`src/rtl/fifo_pkg.sv`:
```
// -----------------------------------------------------------------------------
// fifo_pkg
// Shared definitions for the FIFO read-side drain logic.
//   - drain_state_t : drain controller states {IDLE, RUN, FLUSH}
//   - SKID_DEPTH    : number of words held by the output skid buffer
//   - clog2_min1()  : counter width helper that never returns 0
// Optional feature macro used by the drain controller: FIFO_DRAIN_LAST_EN
// -----------------------------------------------------------------------------
package fifo_pkg;

   // State encodings kept as plain constants so older code can compare against
   // them directly; the enum below reuses the same values.
   localparam logic [1:0] ST_IDLE  = 2'd0;
   localparam logic [1:0] ST_RUN   = 2'd1;
   localparam logic [1:0] ST_FLUSH = 2'd2;

   typedef enum logic [1:0] {
      IDLE  = ST_IDLE,
      RUN   = ST_RUN,
      FLUSH = ST_FLUSH
   } drain_state_t;

   localparam int unsigned SKID_DEPTH = 2;

   function automatic int unsigned clog2_min1(input int unsigned n);
      return (n > 1) ? $clog2(n) : 1;
   endfunction

endpackage

```
`src/rtl/fifo_skid_buf.sv`:
```
// -----------------------------------------------------------------------------
// fifo_skid_buf
// Two-entry in-order word buffer sitting between the FIFO read port and the
// output stream. head_q is always the oldest word; tail_q the younger one.
// Ports:
//   clk_i   in   clock
//   rst_i   in   synchronous active-high reset; empties buffer, clears data
//   push_i  in   write data_i into the buffer this cycle
//   data_i  in   WIDTH  word to write
//   pop_i   in   remove the oldest word this cycle
//   data_o  out  WIDTH  oldest buffered word
//   occ_o   out  2      number of buffered words (0..2)
// A push into a full buffer or a pop from an empty one is ignored; the caller's
// credit logic keeps both from happening.
// -----------------------------------------------------------------------------
module fifo_skid_buf
   import fifo_pkg::*;
#(
   parameter int WIDTH = 8
) (
   input  logic             clk_i,
   input  logic             rst_i,
   input  logic             push_i,
   input  logic [WIDTH-1:0] data_i,
   input  logic             pop_i,
   output logic [WIDTH-1:0] data_o,
   output logic [1:0]       occ_o
);

   localparam logic [1:0] FULL = 2'(SKID_DEPTH);

   logic [WIDTH-1:0] head_q, head_d;
   logic [WIDTH-1:0] tail_q, tail_d;
   logic [1:0]       occ_q, occ_d;
   logic             push_ok;
   logic             pop_ok;

   assign push_ok = push_i && (occ_q != FULL);
   assign pop_ok  = pop_i  && (occ_q != 2'd0);

   always_comb begin
      head_d = head_q;
      tail_d = tail_q;
      occ_d  = occ_q;
      unique case ({push_ok, pop_ok})
         2'b10: begin
            if (occ_q == 2'd0) head_d = data_i;
            else               tail_d = data_i;
            occ_d = occ_q + 2'd1;
         end
         2'b01: begin
            head_d = tail_q;
            occ_d  = occ_q - 2'd1;
         end
         2'b11: begin
            // Occupancy stays put; the new word lands behind whatever remains.
            if (occ_q == 2'd1) begin
               head_d = data_i;
            end else begin
               head_d = tail_q;
               tail_d = data_i;
            end
         end
         default: ;
      endcase
   end

   always_ff @(posedge clk_i) begin
      if (rst_i) begin
         head_q <= '0;
         tail_q <= '0;
         occ_q  <= 2'd0;
      end else begin
         head_q <= head_d;
         tail_q <= tail_d;
         occ_q  <= occ_d;
      end
   end

   assign data_o = head_q;
   assign occ_o  = occ_q;

endmodule

```
`src/rtl/fifo_drain_stream.sv`:
```
// -----------------------------------------------------------------------------
// fifo_drain_stream
// Read-side drain controller: pops words from the FIFO read port and presents
// them as a valid/ready stream at up to one word per cycle. A 2-entry skid
// buffer absorbs the FIFO's one-cycle read latency. Also counts delivered words
// and keeps a sticky underflow error flag.
// Optional feature: define FIFO_DRAIN_LAST_EN to generate m_last every
// FRAME_LEN delivered words; otherwise m_last is constant 0.
// Ports:
//   r_clk          in   clock
//   rst            in   synchronous active-high reset
//   drain_en       in   1 = drain the FIFO, 0 = stop popping and flush
//   fifo_empty     in   FIFO empty flag
//   fifo_underflow in   FIFO underflow flag
//   fifo_rd_en     out  FIFO pop request (combinational)
//   fifo_rdata     in   WIDTH  FIFO read data, valid the cycle after a pop
//   m_valid        out  stream valid
//   m_ready        in   stream ready
//   m_data         out  WIDTH  stream data
//   m_last         out  frame-end marker
//   word_cnt       out  CNT_W  completed handshakes, wrapping
//   busy           out  controller not idle
//   err_underflow  out  sticky underflow error
// -----------------------------------------------------------------------------
module fifo_drain_stream
   import fifo_pkg::*;
#(
   parameter int WIDTH     = 8,
   parameter int CNT_W     = 16,
   parameter int FRAME_LEN = 4
) (
   input  logic             r_clk,
   input  logic             rst,
   input  logic             drain_en,
   input  logic             fifo_empty,
   input  logic             fifo_underflow,
   output logic             fifo_rd_en,
   input  logic [WIDTH-1:0] fifo_rdata,
   output logic             m_valid,
   input  logic             m_ready,
   output logic [WIDTH-1:0] m_data,
   output logic             m_last,
   output logic [CNT_W-1:0] word_cnt,
   output logic             busy,
   output logic             err_underflow
);

   drain_state_t     state_q, state_d;
   logic             pend_q;
   logic [1:0]       occ;
   logic             hs;
   logic [2:0]       in_flight;
   logic [CNT_W-1:0] word_cnt_q;
   logic             err_q;

   assign hs      = m_valid && m_ready;
   assign m_valid = (occ != 2'd0);

   // Words already held plus the one arriving next cycle; a handshake this
   // cycle frees a slot, so it is added to the limit instead of subtracted
   // from the count to keep the arithmetic unsigned.
   assign in_flight  = {1'b0, occ} + {2'b00, pend_q};
   assign fifo_rd_en = !rst && drain_en && (state_q == RUN) && !fifo_empty
                       && (in_flight < (3'd2 + {2'b00, hs}));

   fifo_skid_buf #(
      .WIDTH (WIDTH)
   ) u_skid (
      .clk_i  (r_clk),
      .rst_i  (rst),
      .push_i (pend_q),
      .data_i (fifo_rdata),
      .pop_i  (hs),
      .data_o (m_data),
      .occ_o  (occ)
   );

   always_comb begin
      state_d = state_q;
      unique case (state_q)
         IDLE:    if (drain_en) state_d = RUN;
         RUN:     if (!drain_en) state_d = FLUSH;
         FLUSH: begin
            if (drain_en)                          state_d = RUN;
            else if ((occ == 2'd0) && !pend_q)     state_d = IDLE;
         end
         default: state_d = IDLE;
      endcase
   end

   always_ff @(posedge r_clk) begin
      if (rst) begin
         state_q    <= IDLE;
         pend_q     <= 1'b0;
         word_cnt_q <= '0;
         err_q      <= 1'b0;
      end else begin
         state_q <= state_d;
         pend_q  <= fifo_rd_en;
         if (hs)             word_cnt_q <= word_cnt_q + CNT_W'(1);
         if (fifo_underflow) err_q      <= 1'b1;
      end
   end

   assign word_cnt      = word_cnt_q;
   assign err_underflow = err_q;
   assign busy          = (state_q != IDLE);

`ifdef FIFO_DRAIN_LAST_EN
   localparam int unsigned FW = clog2_min1(FRAME_LEN);
   localparam logic [FW-1:0] FRAME_MAX = FW'(FRAME_LEN - 1);

   // Frame position of the word at the head of the buffer; it keeps counting
   // across FLUSH/IDLE so frames continue where they left off.
   logic [FW-1:0] frame_q;

   always_ff @(posedge r_clk) begin
      if (rst) begin
         frame_q <= '0;
      end else if (hs) begin
         frame_q <= (frame_q == FRAME_MAX) ? '0 : frame_q + FW'(1);
      end
   end

   assign m_last = m_valid && (frame_q == FRAME_MAX);
`else
   // FRAME_LEN is a positive constant, so this folds to 0.
   assign m_last = m_valid && (FRAME_LEN == 0);
`endif

endmodule

```
`config.mk`:
```
export PLATFORM = sky130hd
export DESIGN_NAME = fifo_drain_stream
export DESIGN_NICKNAME = d
export VERILOG_FILES = /design/src/rtl/fifo_pkg.sv /design/src/rtl/fifo_skid_buf.sv /design/src/rtl/fifo_drain_stream.sv
export SDC_FILE = /design/constraint.sdc
export NUM_CORES = 1
export LEC_CHECK = 0
export CAP_MARGIN = 0
export CORE_UTILIZATION = 44
export CTS_CLUSTER_SIZE = 10
export DETAILED_ROUTE_END_ITERATION = 7
export GPL_TIMING_DRIVEN = 0
export PLACE_DENSITY = 0.68
export SLEW_MARGIN = 15
export SYNTH_ARGS = -nofsm -noshare
export SYNTH_HDL_FRONTEND = slang
export SYNTH_HIERARCHICAL = 1
export SYNTH_SLANG_ARGS = --single-unit
```
`constraint.sdc`:
```
create_clock -name r_clk -period 3.55 [get_ports r_clk]
set_input_delay 0.71 -clock r_clk [delete_from_list [all_inputs] [get_ports r_clk]]
set_output_delay 0.71 -clock r_clk [all_outputs]
set_load 0.005 [all_outputs]
```
==> summary.md <==
| Metric | Value |
|---|---|
| Status | complete, no violations |
| Gpl congestion | 0.776 |
| Final slew viol count | 0 |
| Worst Hold Class | reg2reg |
| Synth async-reset ratio | 0% |
| Antenna violations before repair | 0 |
| Drt via density | ~5.5 |
| Routed WL per cell | around 13 um |
| Reg-to-Reg End | u_skid/data_o[2]$_SDFFE_PP0P_ |
| Number of global-route vias before repair | approximately 1500 |
| Area of the multi-input gates | ~1100 sq um |
| Net Count, Synth | 246 |
| Critical Path Source Type | input port |
| Reg2reg path depth | 10 |
| Mapped Area | approximately 1900 sq um |
| Hold path start | state_q[1]$_SDFFE_PP0P_ |
| Largest fanout on the critical path | 6 |
| DIE WIDTH | 68.1 um |
| H-tree levels | 2 |
| Top_reg_cell synth | dfxtp_1 |
| Mapped Cells | approximately 220 |
| Clock tree from TritonCTS | yes |
| TritonRoute pass-1 iters | 4 |
| Finished Layout Cells | ~320 |
| Hold EP | state_q[0]$_SDFFE_PP0P_ |
| Via Count | about 1700 |
| WP data required | approximately 2800 ps |
| Post-CTS Setup Bufs | 0 |
| Post-synth top area share | between 30% and 40% |
| Synth warn | 6 |
| Slowest cell on crit path | clkdlybuf4s50_1 |
| Slew @ Worst Pin | around 670 ps |
| Commonest cells post-synth | dfxtp_1, o21ai_0, nor2_1, a21oi_1 |
| Post-layout min period | roughly 3500 ps |
| Hold Buf Count CTS | 0 |
| Crit path top cell by count | clkdlybuf4s50_1 |
| Normalized max-slew margin | between 50% and 60% |
| Final ANT Viol Nets | 0 |
| Seq cells post-synth | 38 |
| FF-to-FF Start | u_skid/occ_o[0]$_SDFFE_PP0P_ |
| CTS sink cnt | 38 |
| Seq/Total Area, Yosys | approximately two fifths |
| Top-count cell post-synth | dfxtp_1 |
| Peak supply drop | around 0.24 mV |
| Longest Clk Path Bufs | 2 |
| Flop-to-flop setup slack | ~800 ps |
| P_leak | roughly 0.00086 uW |
| Critical Path AT | 2750 ps |
| Final Hold Vio Count | 0 |
| Layout cells sized above 1 | 7.46% |
| Initial Util | roughly 47% |
| CTS Buf Count | 5 |
| WL final | between 4000 and 5000 um |
| Worst-path clk slew | about 70 ps |
| Fin Setup TNS | 0 ps |
| Final period util | between 90% and 100% |
| Mean Syn Cell Area | 8.70 sq um |
| Crit-path cells | clkdlybuf4s50_1 -> o21a_1 -> clkbuf_1 -> nand2b_1 -> a2111oi_0 -> clkdlybuf4s50_1 |
| Clock root buffer | clkbuf_8 |
| Die area | ~4600 sq um |
| Placed Cells | between 300 and 400 |
| Unique masters post-synth | between 40 and 50 |
| P&R area growth vs syn | 28.9% |
| Post-synth EDFFs | 0 |
| Critical Path Sink Type | primary output |
| Register Area | between 700 and 800 sq um |
| Critical path type | in2out |
| Hold Path Stages | 1 |
| Synth top area cells | dfxtp_1, ha_1, o21ai_0 |
| First-pass GRT wire length | about 7100 um |
| Final setup violation count | 0 |
| Max-Cap Viols | 0 |
| # diodes | 0 |
| Final net count | 294 |
| Yosys top cell by area | dfxtp_1 |
| Filler instances | approximately 400 |
| Core area | a little over 4000 sq um |
| Pwr dens | roughly 320 nW/um^2 |
| DRT iter0 DRCs | 110 |
| Final HPWL DP | roughly 3200 um |
| Site Rows | 23 |
| Clock latency on the worst-skew pair | approximately 290 ps |
| Util after Layout | between 60% and 70% |
| Fmax | just under 300 MHz |
| Max incr delay on CP | 570 ps |
| RSZ-0062 raised after global routing | no |
| Number of port buffers | 41 |
| PostCTS Resize Cnt | 0 |
| Worst Skew | around 5.1 ps |
| Congestion Overflow GR | 0 |
| Num ports | 43 |
| Largest net degree at the start of global routing | 13 |
| Final Total Pwr | ~800 uW |
| Drt drc | 0 |
| Total GRT Usage | between 20% and 30% |
| Die height | between 60 and 70 um |
[through the flow]
step	hold WS [ps]	setup WS [ps]	cell area, sq um
after CTS	468	87.2	2480
after detailed placement	459	88.4	2400
after global routing	509	2.79	2480
after global placement	460	95.4	2400
final	463	90.5	2480
after floorplan	430	1040	1920
[placed cells by master (no fill, tap or decap), types with 5 or more instances in the layout]
cell type	n
a21oi_1	15
a311oi_1	7
clkbuf_1	8
clkbuf_8	6
clkdlybuf4s50_1	41
dfxtp_1	38
ha_1	11
inv_1	7
nand2_1	7
nand2b_1	5
nand3_1	12
nor2_1	16
nor2b_1	5
nor3_1	12
o211ai_1	9
o21ai_0	19
xnor2_1	6
[worst max-delay path by stage]
stage / from / end / slack, ps
4_1_cts: m_ready / fifo_rd_en / 90
3_3_place_gp: m_ready / fifo_rd_en / 100
3_5_place_dp: m_ready / fifo_rd_en / 90
5_1_grt: m_ready / fifo_rd_en / 3
2_1_floorplan: m_ready / u_skid/data_o[0]$_SDFFE_PP0P_ / 1040
6_report: m_ready / fifo_rd_en / 90
[worst max-delay path: cells and delay by family]
kind | cells | cell delay (ps)
buf+inv | 3 | 1370
simple gates | 1 | 130
compound gates | 2 | 540
[state kept, by name (all words and copies together), names as in the netlist]
name and cells:
u_skid/occ_o 2, u_skid/data_o 8, pend_q 1, err_underflow 1
u_skid/tail_q 8, state_q 2, word_cnt 16
[per-layer routing]
metal | part of all wire, % | vias up | wire [um] | track usage (%)
met2 | 40 | 46 | 1710 | 27.8
met3 | 5.4 | 5 | 229 | 5.50
met1 | 53 | 796 | 2250 | 31.5
met4 | 1.5 | 0 | 64 | 7.81
li1 | - | 894 | - | -
met5 | 0 | - | 0 | 0
[report_power, final]
group          internal, uW  switching, uW
Sequential              433           5.00
Clock                   150            141
Combinational          34.5           28.8
Total                   617            175
[logic make-up after synthesis]
group | Yosys count | synth area share [%]
simple gates | 76 | 21.0
compound gates | 62 | 20.8
flops | 38 | 39.6
buf+inv | 21 | 5.34
fa+ha+maj | 11 | 7.16
xor+xnor | 9 | 4.10
mux | 3 | 1.89
other cells | 1 | 0.195
[layout make-up]
type	count	share of cell area [%]
Buffer	13	2.83
Clock buffer	6	3.33
Inverter	8	1.31
Multi-Input combinational cell	162	42.8
Sequential cell	38	30.7
Tap cell	50	2.52
Timing Repair Buffer	41	16.6
(Power assumes the default switching activity.)
